==> config.mk <==
export PLATFORM = sky130hd
export DESIGN_NAME = ps2_port_bridge
export DESIGN_NICKNAME = d
export VERILOG_FILES = /design/src/rtl/ps2_pkg.sv /design/src/rtl/ps2_rx_fifo.sv /design/src/rtl/ps2_port_bridge.sv
export SDC_FILE = /design/constraint.sdc
export NUM_CORES = 1
export LEC_CHECK = 0
export ABC_AREA = 1
export BUFFER_PORTS_ARGS = -buffer_cell sky130_fd_sc_hd__buf_2
export CAP_MARGIN = 20
export CORE_MARGIN = 2
export CORE_UTILIZATION = 35
export DETAILED_ROUTE_END_ITERATION = 7
export PLACE_DENSITY = 0.49
export SETUP_SLACK_MARGIN = 0.1
export SLEW_MARGIN = 20
export SYNTH_ARGS = -nofsm -noshare
export SYNTH_HDL_FRONTEND = slang
export SYNTH_SLANG_ARGS = --single-unit
export TNS_END_PERCENT = 10
==> constraint.sdc <==
create_clock -name CLK -period 3.35 [get_ports CLK]
set_clock_uncertainty 0.2 [all_clocks]
set_input_delay 0.67 -clock CLK [delete_from_list [all_inputs] [get_ports CLK]]
set_output_delay 0.67 -clock CLK [all_outputs]
set_load 0.005 [all_outputs]
==> src/rtl/ps2_pkg.sv <==
// Shared constants, register map and receive-state encoding
// for the PS/2 port bridge.
package ps2_pkg;

    localparam logic [1:0] REG_DATA = 2'd0;
    localparam logic [1:0] REG_STAT = 2'd1;
    localparam logic [1:0] REG_CUR  = 2'd2;
    localparam logic [1:0] REG_PREV = 2'd3;

    localparam logic [7:0] PS2_BRK = 8'hF0;
    localparam logic [7:0] PS2_EXT = 8'hE0;

    localparam int CTL_FLUSH = 0;
    localparam int CTL_CLEAR = 1;

    typedef enum logic [1:0] {
        RX_IDLE,
        RX_DATA,
        RX_PARITY,
        RX_STOP
    } rx_state_e;

    function automatic logic odd_ok(input logic [7:0] d, input logic p);
        return ^{d, p};
    endfunction

endpackage

==> src/rtl/ps2_rx_fifo.sv <==
// Scan-code FIFO: power-of-two depth, push/pop/flush.
// A push in the same cycle as a flush survives the flush.
module ps2_rx_fifo
#(
    parameter int DEPTH = 8,
    localparam int AW = $clog2(DEPTH),
    localparam int CW = AW + 1
) (
    input  logic          clk,
    input  logic          rst_n,
    input  logic          push,
    input  logic [7:0]    wdata,
    input  logic          pop,
    input  logic          flush,
    output logic [7:0]    rdata,
    output logic          full,
    output logic          empty,
    output logic [CW-1:0] count
);

    logic [7:0]    mem [DEPTH];
    logic [AW-1:0] wr_ptr;
    logic [AW-1:0] rd_ptr;
    logic          do_push;
    logic          do_pop;

    assign full    = (count == CW'(DEPTH));
    assign empty   = (count == '0);
    assign do_pop  = pop && !empty && !flush;
    assign do_push = push && (!full || do_pop || flush);
    assign rdata   = mem[rd_ptr];

    always_ff @(posedge clk) begin
        if (do_push)
            mem[flush ? AW'(0) : wr_ptr] <= wdata;
    end

    always_ff @(posedge clk or negedge rst_n) begin
        if (!rst_n) begin
            wr_ptr <= '0;
            rd_ptr <= '0;
            count  <= '0;
        end else if (flush) begin
            rd_ptr <= '0;
            wr_ptr <= do_push ? AW'(1) : AW'(0);
            count  <= do_push ? CW'(1) : CW'(0);
        end else begin
            if (do_push)
                wr_ptr <= wr_ptr + AW'(1);
            if (do_pop)
                rd_ptr <= rd_ptr + AW'(1);
            count <= count + CW'(do_push) - CW'(do_pop);
        end
    end

endmodule

==> src/rtl/ps2_port_bridge.sv <==
// PS/2 keyboard receiver with scan-code FIFO and port-mapped registers.
// Define PS2_PARITY_CHK_EN to reject frames failing odd parity.
module ps2_port_bridge
    import ps2_pkg::*;
#(
    parameter int         FIFO_DEPTH  = 8,
    parameter logic [7:0] BASE_ID     = 8'h10,
    parameter int         FILTER_LEN  = 8,
    parameter int         TIMEOUT_CYC = 200000
) (
    input  logic       CLK,
    input  logic       RST,
    input  logic       ps2c,
    input  logic       ps2d,
    input  logic       READ_STROBE,
    input  logic       WRITE_STROBE,
    input  logic [7:0] PORT_ID,
    input  logic [7:0] OUT_PORT,
    output logic [7:0] IN_PORT,
    output logic       DATA_VALID,
    output logic [7:0] KEY_CUR,
    output logic [7:0] KEY_PREV,
    output logic       OVERFLOW
);

    localparam int AW = $clog2(FIFO_DEPTH);
    localparam int CW = AW + 1;
    localparam int FW = $clog2(FILTER_LEN + 1);
    localparam int TW = $clog2(TIMEOUT_CYC + 1);

    localparam logic [7:0] ID_DATA = BASE_ID + {6'b0, REG_DATA};
    localparam logic [7:0] ID_STAT = BASE_ID + {6'b0, REG_STAT};
    localparam logic [7:0] ID_CUR  = BASE_ID + {6'b0, REG_CUR};
    localparam logic [7:0] ID_PREV = BASE_ID + {6'b0, REG_PREV};

    logic [1:0]    c_sync;
    logic [1:0]    d_sync;
    logic          c_filt;
    logic [FW-1:0] flt_cnt;
    logic          flt_flip;
    logic          fall;
    logic          d_bit;

    rx_state_e     state_q;
    rx_state_e     state_d;
    logic [2:0]    bit_cnt;
    logic [7:0]    shreg;
    logic          par_q;
    logic [TW-1:0] to_cnt;
    logic          timeout;
    logic          push;

    logic          f_full;
    logic          f_empty;
    logic [CW-1:0] f_count;
    logic [7:0]    f_rdata;
    logic          pop;
    logic          wr_hit;
    logic          flush;
    logic          clear;
    logic          ovf_set;
    logic          ovf_q;
    logic          perr;
    logic [1:0]    cnt_sat;
    logic [7:0]    status;
    logic [7:0]    rd_d;
    logic          brk;
    logic [7:0]    key_cur;
    logic [7:0]    key_prev;

    always_ff @(posedge CLK or negedge RST) begin
        if (!RST) begin
            c_sync <= 2'b11;
            d_sync <= 2'b11;
        end else begin
            c_sync <= {c_sync[0], ps2c};
            d_sync <= {d_sync[0], ps2d};
        end
    end

    // The filtered clock only flips after FILTER_LEN samples disagree with it.
    assign flt_flip = (c_sync[1] != c_filt)
                   && (flt_cnt == FW'(FILTER_LEN - 1));
    assign d_bit    = d_sync[1];

    always_ff @(posedge CLK or negedge RST) begin
        if (!RST) begin
            c_filt  <= 1'b1;
            flt_cnt <= '0;
            fall    <= 1'b0;
        end else begin
            fall <= flt_flip && c_filt;
            if (c_sync[1] == c_filt) begin
                flt_cnt <= '0;
            end else if (flt_flip) begin
                c_filt  <= c_sync[1];
                flt_cnt <= '0;
            end else begin
                flt_cnt <= flt_cnt + FW'(1);
            end
        end
    end

    assign timeout = (state_q != RX_IDLE) && !fall
                  && (to_cnt == TW'(TIMEOUT_CYC - 1));

`ifdef PS2_PARITY_CHK_EN
    logic perr_set;
    logic perr_q;
`endif

    always_comb begin
        state_d = state_q;
        push    = 1'b0;
`ifdef PS2_PARITY_CHK_EN
        perr_set = 1'b0;
`endif
        unique case (state_q)
            RX_IDLE: begin
                if (fall && !d_bit)
                    state_d = RX_DATA;
            end
            RX_DATA: begin
                if (fall && bit_cnt == 3'd7)
                    state_d = RX_PARITY;
            end
            RX_PARITY: begin
                if (fall)
                    state_d = RX_STOP;
            end
            RX_STOP: begin
                if (fall) begin
                    state_d = RX_IDLE;
                    if (d_bit) begin
`ifdef PS2_PARITY_CHK_EN
                        if (odd_ok(shreg, par_q))
                            push = 1'b1;
                        else
                            perr_set = 1'b1;
`else
                        push = 1'b1;
`endif
                    end
                end
            end
            default: state_d = RX_IDLE;
        endcase
        if (timeout)
            state_d = RX_IDLE;
    end

    always_ff @(posedge CLK or negedge RST) begin
        if (!RST) begin
            state_q <= RX_IDLE;
            bit_cnt <= '0;
            shreg   <= '0;
            par_q   <= 1'b0;
            to_cnt  <= '0;
        end else begin
            state_q <= state_d;
            if (state_q == RX_IDLE)
                bit_cnt <= '0;
            if (fall && state_q == RX_DATA) begin
                shreg   <= {d_bit, shreg[7:1]};
                bit_cnt <= bit_cnt + 3'd1;
            end
            if (fall && state_q == RX_PARITY)
                par_q <= d_bit;
            if (state_q == RX_IDLE || fall || timeout)
                to_cnt <= '0;
            else
                to_cnt <= to_cnt + TW'(1);
        end
    end

    assign wr_hit  = WRITE_STROBE && (PORT_ID == ID_DATA);
    assign flush   = wr_hit && OUT_PORT[CTL_FLUSH];
    assign clear   = wr_hit && OUT_PORT[CTL_CLEAR];
    assign pop     = READ_STROBE && (PORT_ID == ID_DATA) && !f_empty;
    assign ovf_set = push && f_full && !pop && !flush;

    ps2_rx_fifo #(
        .DEPTH (FIFO_DEPTH)
    ) u_fifo (
        .clk   (CLK),
        .rst_n (RST),
        .push  (push),
        .wdata (shreg),
        .pop   (pop),
        .flush (flush),
        .rdata (f_rdata),
        .full  (f_full),
        .empty (f_empty),
        .count (f_count)
    );

    always_ff @(posedge CLK or negedge RST) begin
        if (!RST)
            ovf_q <= 1'b0;
        else if (clear)
            ovf_q <= 1'b0;
        else if (ovf_set)
            ovf_q <= 1'b1;
    end

`ifdef PS2_PARITY_CHK_EN
    always_ff @(posedge CLK or negedge RST) begin
        if (!RST)
            perr_q <= 1'b0;
        else if (clear)
            perr_q <= 1'b0;
        else if (perr_set)
            perr_q <= 1'b1;
    end

    assign perr = perr_q;
`else
    assign perr = 1'b0;
`endif

    // Key tracking sees every good byte, even one the FIFO drops.
    always_ff @(posedge CLK or negedge RST) begin
        if (!RST) begin
            brk      <= 1'b0;
            key_cur  <= '0;
            key_prev <= '0;
        end else if (push) begin
            if (shreg == PS2_BRK) begin
                brk <= 1'b1;
            end else if (shreg != PS2_EXT) begin
                if (brk) begin
                    brk <= 1'b0;
                end else begin
                    key_prev <= key_cur;
                    key_cur  <= shreg;
                end
            end
        end
    end

    assign cnt_sat = (f_count >= CW'(3)) ? 2'd3 : f_count[1:0];
    assign status  = {2'b00, perr, ovf_q, f_full, f_empty, cnt_sat};

    always_comb begin
        rd_d = 8'h00;
        unique case (1'b1)
            (PORT_ID == ID_DATA): rd_d = f_empty ? 8'h00 : f_rdata;
            (PORT_ID == ID_STAT): rd_d = status;
            (PORT_ID == ID_CUR):  rd_d = key_cur;
            (PORT_ID == ID_PREV): rd_d = key_prev;
            default:              rd_d = 8'h00;
        endcase
    end

    always_ff @(posedge CLK or negedge RST) begin
        if (!RST)
            IN_PORT <= '0;
        else
            IN_PORT <= rd_d;
    end

    assign DATA_VALID = !f_empty;
    assign KEY_CUR    = key_cur;
    assign KEY_PREV   = key_prev;
    assign OVERFLOW   = ovf_q;

`ifndef PS2_PARITY_CHK_EN
    logic unused_par;
    assign unused_par = par_q;
`endif
    logic unused_out;
    assign unused_out = ^OUT_PORT[7:2];

endmodule

; Yosys cells after proc, flatten, opt, wreduce, memory -nomap -nowiden
; Memories as Yosys holds them, arrays and structs flattened.
; Index checks and enable logic that the tools add are counted.
[op_classes]
addsub = 7
n_lt_le_gt_ge = 1
eq_ne = 19
mux = 31
bitwise = 3
n_reduce_logical = 40
[op_table]
columns = cell, n
row1 = $eq A8 B5 Y1 const B, 4
row2 = $pmux W8 S4, 1
row3 = $mux W3, 7
row4 = $add A18 B1 Y18 const B, 1
row5 = $eq A18 B18 Y1 const B, 1
row6 = $logic_and A1 B1 Y1, 18
row7 = $mux W18, 1
row8 = $mux W2, 6
row9 = $mux W4, 3
row10 = $ne A3 B3 Y1 const B, 4
row11 = $reduce_bool A2 Y1, 6
row12 = $mux W1, 11
row13 = $add A3 B1 Y3 const B, 3
row14 = $eq A8 B8 Y1 const B, 1
row15 = $mux W8, 1
row16 = $ne A8 B8 Y1 const B, 1
row17 = $pmux W2 S4, 1
row18 = $reduce_and A4 Y1, 2
row19 = $logic_not A1 Y1, 6
row20 = $add A4 B1 Y4, 1
row21 = $add A4 B1 Y4 const B, 1
row22 = $eq A2 B2 Y1 const B, 2
row23 = $eq A4 B3 Y1 const B, 1
row24 = $eq A4 B4 Y1 const B, 1
row25 = 11 further kinds, 17
[word_totals]
reg_bits = 77
ram_bits = 64
inputBits = 22
output_inout_bits = 26
elab_cells = 119
n_memories = 1
[memory_table]
columns = memory, depth, width, rd, rd_ports_with_merged_regs, write_ports, line
row1 = u_fifo.mem, 8, 8, 1, 0, 1, ps2_rx_fifo.sv:21  ; logic [7:0] mem [DEPTH];

; Longest topological paths before layout
[logic_depth]
word_depth = 11
mapped_depth = 15
depth_no_buf = 15

; By module
; From an unflattened synthesis, not the netlist that was laid out.
[hier_totals]
cells_unflattened = 642
hier_area_um2 = 6351.1
[by_module_without_submodules]
columns = mod, n_inst, cells_each, area_each_um2, seq_area_each_um2
row1 = ps2_port_bridge, 1, 377, 3218.1, 1682.9
row2 = ps2_rx_fifo, 1, 265, 3133.0, 2172.1

; Worst setup path after synthesis
; No wires, ideal clock.
[synth_path]
path_kind = input-to-reg
startpoint = in PORT_ID[4]
endpoint = reg u_fifo.count[2]
setup_ps = 113
arrival_time_ps = 2346
required_ps = 3037
slack_ps = 692
path_stages = 14
path_buffers = 0
cell_sequence = inv_1 -> nor2_1 -> nand2_1 -> nor2_4 -> nand3_4 -> nand2_1 -> inv_1 -> ha_1 -> inv_1 -> ha_1 -> fa_1 -> xor2_1 -> nand2_1 -> inv_1
[synth_between]
elab_chain_len = 11
elab_cells_between_ends = 14
classes_between = add/sub (2) / eq/ne (1) / mux (1) / reduce/logical (10)
[synth_rtl]
columns = element, line
row1 = start: declaration, ps2_port_bridge.sv:17  ; input logic [7:0] PORT_ID,
row2 = $eq A8 B5 Y1 *, "ps2_port_bridge.sv:176, ps2_port_bridge.sv:179"
row3 = $logic_and A1 B1 Y1 (on tied branches), "ps2_port_bridge.sv:179, ps2_port_bridge.sv:176"
row4 = $logic_and A1 B1 Y1 (on tied branches), "ps2_port_bridge.sv:179, ps2_port_bridge.sv:177"
row5 = $logic_and A1 B1 Y1 / $logic_not A1 Y1 (equally long branches), ps2_rx_fifo.sv:29  ; assign do_pop = pop && !empty && !flush;
row6 = $logic_and A1 B1 Y1, ps2_rx_fifo.sv:29
row7 = $logic_or A1 B1 Y1 (2 in series), ps2_rx_fifo.sv:30  ; assign do_push = push && (!full || do_pop || flush);
row8 = $logic_and A1 B1 Y1, ps2_rx_fifo.sv:30
row9 = $add A4 B1 Y4, ps2_rx_fifo.sv:52  ; count <= count + CW'(do_push) - CW'(do_pop);
row10 = $sub A4 B1 Y4, ps2_rx_fifo.sv:52
row11 = $mux W4 *, ps2_rx_fifo.sv:43  ; end else if (flush) begin
row12 = end signal: assignment, ps2_rx_fifo.sv:46  ; count <= do_push ? CW'(1) : CW'(0);
row13 = end signal: assignment, ps2_rx_fifo.sv:52
row14 = end: declaration, ps2_rx_fifo.sv:18  ; output logic [CW-1:0] count
; Every way passes the cells marked *; elsewhere a longest branch is shown, timed or not.
; A chain may end at the register's enable or synchronous reset.

; Worst setup path in the final report
[layout_path]
startpoint = reg u_fifo.count[2]
endpoint = reg u_fifo.count[2]
[layout_between]
elab_chain_len = 11
elab_cells_between_ends = 13
classes_between = add/sub (2) / eq/ne (1) / mux (1) / reduce/logical (9)
[layout_rtl]
columns = element, line
row1 = $logic_not A4 Y1, ps2_rx_fifo.sv:28  ; assign empty = (count == '0);
row2 = $logic_not A1 Y1, "ps2_rx_fifo.sv:29, ps2_port_bridge.sv:179"
row3 = $logic_and A1 B1 Y1, ps2_port_bridge.sv:179  ; assign pop = READ_STROBE && (PORT_ID == ID_DATA) && !f_empty;
row4 = $logic_and A1 B1 Y1 (2 in series), ps2_rx_fifo.sv:29
row5 = $logic_or A1 B1 Y1 (2 in series), ps2_rx_fifo.sv:30
row6 = $logic_and A1 B1 Y1, ps2_rx_fifo.sv:30
row7 = $add A4 B1 Y4, ps2_rx_fifo.sv:52
row8 = $sub A4 B1 Y4 *, ps2_rx_fifo.sv:52
row9 = $mux W4 *, ps2_rx_fifo.sv:43
; Marks and branches as above.

==> results by group <==
GRT
  – Pin count of the biggest net entering global routing: 51
  – Vias in the first global route: between 4k and 5k
  – Antenna violations before repair: 0
  – First-pass GRT wire length: roughly 24000 µm
  – Total track usage: between 10% and 20%
  – Grt ovf: 0

Timing
  – Maximum clock frequency: between 300 and 400 MHz
  – Max-slew violation count: 0
  – Setup ws final: approximately 0.61 ns
  – Fin crit period: approximately 2.7 ns
  – Final Cycle Share: 81.81%
  – Setup-violating endpoint count in the final report: 0
  – Final Hold Fails: 0
  – Sum Neg Setup Slack: 0 ns
  – Tightest Pin Transition: slightly below 1 ns
  – Max transition margin: between 30% and 40%
  – RSZ-0062 raised after global routing: false

Die
  – Initial core utilization: between 30% and 40%
  – IO Pins: 48
  – Die Width: between 100 and 150 µm
  – Core area: between 15000 and 20000 µm²
  – Die H: around 140 µm
  – Row cnt: ~50
  – Die ar.: 19290 µm²

Placement
  – # port buffers: 41
  – Placer congestion estimate: around 0.82
  – Place WS: approximately 0.40 ns
  – HPWL Detailed: between 9000 and 10000 µm
  – Post-DP Area: 6892 µm²

Critical path
  – Reg-to-Reg End: u_fifo.count[2]$_DFF_PN0_
  – Crit path buf inv count: 5
  – CP dominant cell by count: inv_1
  – R2R Setup Slk: 0.61 ns
  – CP Capture Type: flip-flop
  – Worst reg2reg path startpoint: u_fifo.count[2]$_DFF_PN0_
  – Cell family with most CP delay: adder cells
  – Cells on worst reg2reg path: 14
  – Startpoint types: flip-flop
  – Worst EP arrival: about 2.9 ns
  – Critical path type: flip-flop to flip-flop
  – Slowest stage delay, CP: between 0.3 and 0.4 ns
  – Req. time, crit path: about 3.5 ns
  – Max FO, Critical Path: 4
  – CP max-delay cell: fa_1
  – CP Cell Sequence: inv_1 -> ha_1 -> nand3_1 -> nand3_2 -> inv_1 -> nand2_1 -> inv_1 -> ha_1 -> inv_1 -> ha_1 -> fa_1 -> xor2_1 -> nand2_1 -> inv_1

Clocking
  – Clock transition at path regs: around 0.060 ns
  – Post_cts resized: 0
  – Hold-fix buffers at CTS: 0
  – Post-CTS setup buffer count: 0
  – Clk root buf: clkbuf_16
  – Clock Sinks: approximately 140
  – CTS tree: yes
  – Clk_lat worst skew: roughly 0.42 ns
  – TritonCTS Buffers: 17
  – Worst-case clock buffer depth: 2
  – # H-tree levels: 4

Min path
  – Worst Hold Class: input pin to asynchronous set/reset pin

Route
  – Drt drc: 0
  – Vias: 4557
  – 1st-pass router iterations: 5
  – Wire per inst: approximately 15 µm
  – Drt first-iter violations: around 300
  – Drt total wl: 14640 µm
  – Vias/cell: just under 5
  – Final ANT Viol Nets: 0

Power and ir drop
  – Worst VDD drop: between 0.3 and 0.4 mV
  – Tot Pwr: approximately 4.1 mW
  – Leakage power: 3.188 nW
  – Power per cell area: roughly 560 nW/µm²

Synth
  – Yosys warns: 0
  – Synthesized area: between 6000 and 7000 µm²
  – FF+latch count, synth: 141
  – Gate Count Post-Synth: 647
  – Mapped Nets: slightly below 700
  – Post-synth EDFFs: 64
  – FFs w/ async S/R, synth: between 50% and 60%
  – Mean Syn Cell Area: 9.841 µm²
  – Distinct cells, synth: 40
  – Share of the yosys chip area belonging to registers: between 60% and 70%
  – Top_reg_cell synth: dfrtp_1

Finish
  – Fin util: 41.53%
  – Layout Nets: between 700 and 800
  – Share of cells above drive strength 1: between 10% and 20%
  – Antenna fix cells: 0
  – Layout area overhead: 16.76%
  – Final instance area: 7435 µm²
  – Most frequent cells in the layout: nor2_1 (103), nand2_1 (96), inv_1 (75), dfrtp_1 (72), o21ai_0 (72)
  – Commonest non-fill, non-tap cell in the layout: nor2_1

Run
  – Max Cap Viol: 0

Outcome
  – Status: complete, no violations
[state kept, by name (all words and copies together), names as in the netlist, 4 cells and up]
name and cells:
flt_cnt 4, KEY_CUR 8, KEY_PREV 8, u_fifo.count 4, to_cnt 18, IN_PORT 8
shreg 8, u_fifo.mem 64
[final cells by class]
type / count / area [µm²]
repair buffers: 56 / 332.8
clock buffers: 23 / 447.9
well taps: 229 / 286.5
flip-flops and latches: 141 / 3855
clock inverters: 9 / 95.09
fillers: 1781 / 10470
inverters: 78 / 292.8
multi-input cells: 409 / 2125
[per-layer routing]
| metal | up-vias | GRT usage (%) | wire (µm) | part of all wire (%) |
|---|---|---|---|---|
| li1 | 2258 | - | - | - |
| met1 | 2210 | 20.03 | 6490 | 44 |
| met2 | 74 | 27.87 | 7291 | 50 |
| met3 | 15 | 4.731 | 627 | 4.3 |
| met4 | 0 | 5.210 | 229 | 1.6 |
| met5 | - | 0 | 0 | 0 |
[metrics by stage]
stage	hold WS, ns	std cells
after global placement	0.1471	913
after CTS	0.1238	945
after floorplan	0.1452	647
final	0.1044	945
after global routing	0.1281	945
after detailed placement	0.1469	913
[power breakdown]
group	leakage [nW]	internal [mW]	switching [mW]
clock network	0.264	1.08	0.674
registers	1.63	1.87	0.0529
logic	1.30	0.160	0.283
[worst max-delay path by stage]
stage | startpoint | endpoint | cells after the start
6_report | u_fifo.count[2]$_DFF_PN0_ | u_fifo.count[2]$_DFF_PN0_ | 14
5_1_grt | u_fifo.count[2]$_DFF_PN0_ | u_fifo.count[2]$_DFF_PN0_ | 14
4_1_cts | u_fifo.count[2]$_DFF_PN0_ | u_fifo.count[2]$_DFF_PN0_ | 14
3_5_place_dp | PORT_ID[3] | u_fifo.count[3]$_DFF_PN0_ | 15
3_3_place_gp | PORT_ID[0] | u_fifo.count[2]$_DFF_PN0_ | 15
2_1_floorplan | PORT_ID[4] | u_fifo.count[2]$_DFF_PN0_ | 14
[cells in the mapped netlist (all sizes together) (2+ instances only)]
cell type  instances  area (µm²)
nor2             108       427.9
nand2             98       377.9
inv               77       289.0
o21ai             75       379.1
dfrtp             72        1802
edfxtp            64        1922
nand3             37       217.7
ha                17       212.7
nor3              14       75.07
o211ai            13       97.59
a21oi             11       55.05
clkbuf            10       37.54
buf                9       57.55
xor2               8       70.07
nand4              7       43.79
dfstp              5       131.4
nor3b              4       30.03
o21bai             3       22.52
o22ai              3       18.77
nand3b             2       15.01
xnor2              2       17.52
[cells by family (layout without fill, tap and decap cells)]
family | Yosys count | after routing | synth area share, %
buf+inv | 97 | 166 | 6.092
fa+ha+maj | 18 | 18 | 3.655
simple gates | 272 | 272 | 18.84
xor+xnor | 10 | 10 | 1.376
flops | 141 | 141 | 60.54
compound gates | 109 | 109 | 9.491
No activity file was read; power rests on OpenSTA's default activity.
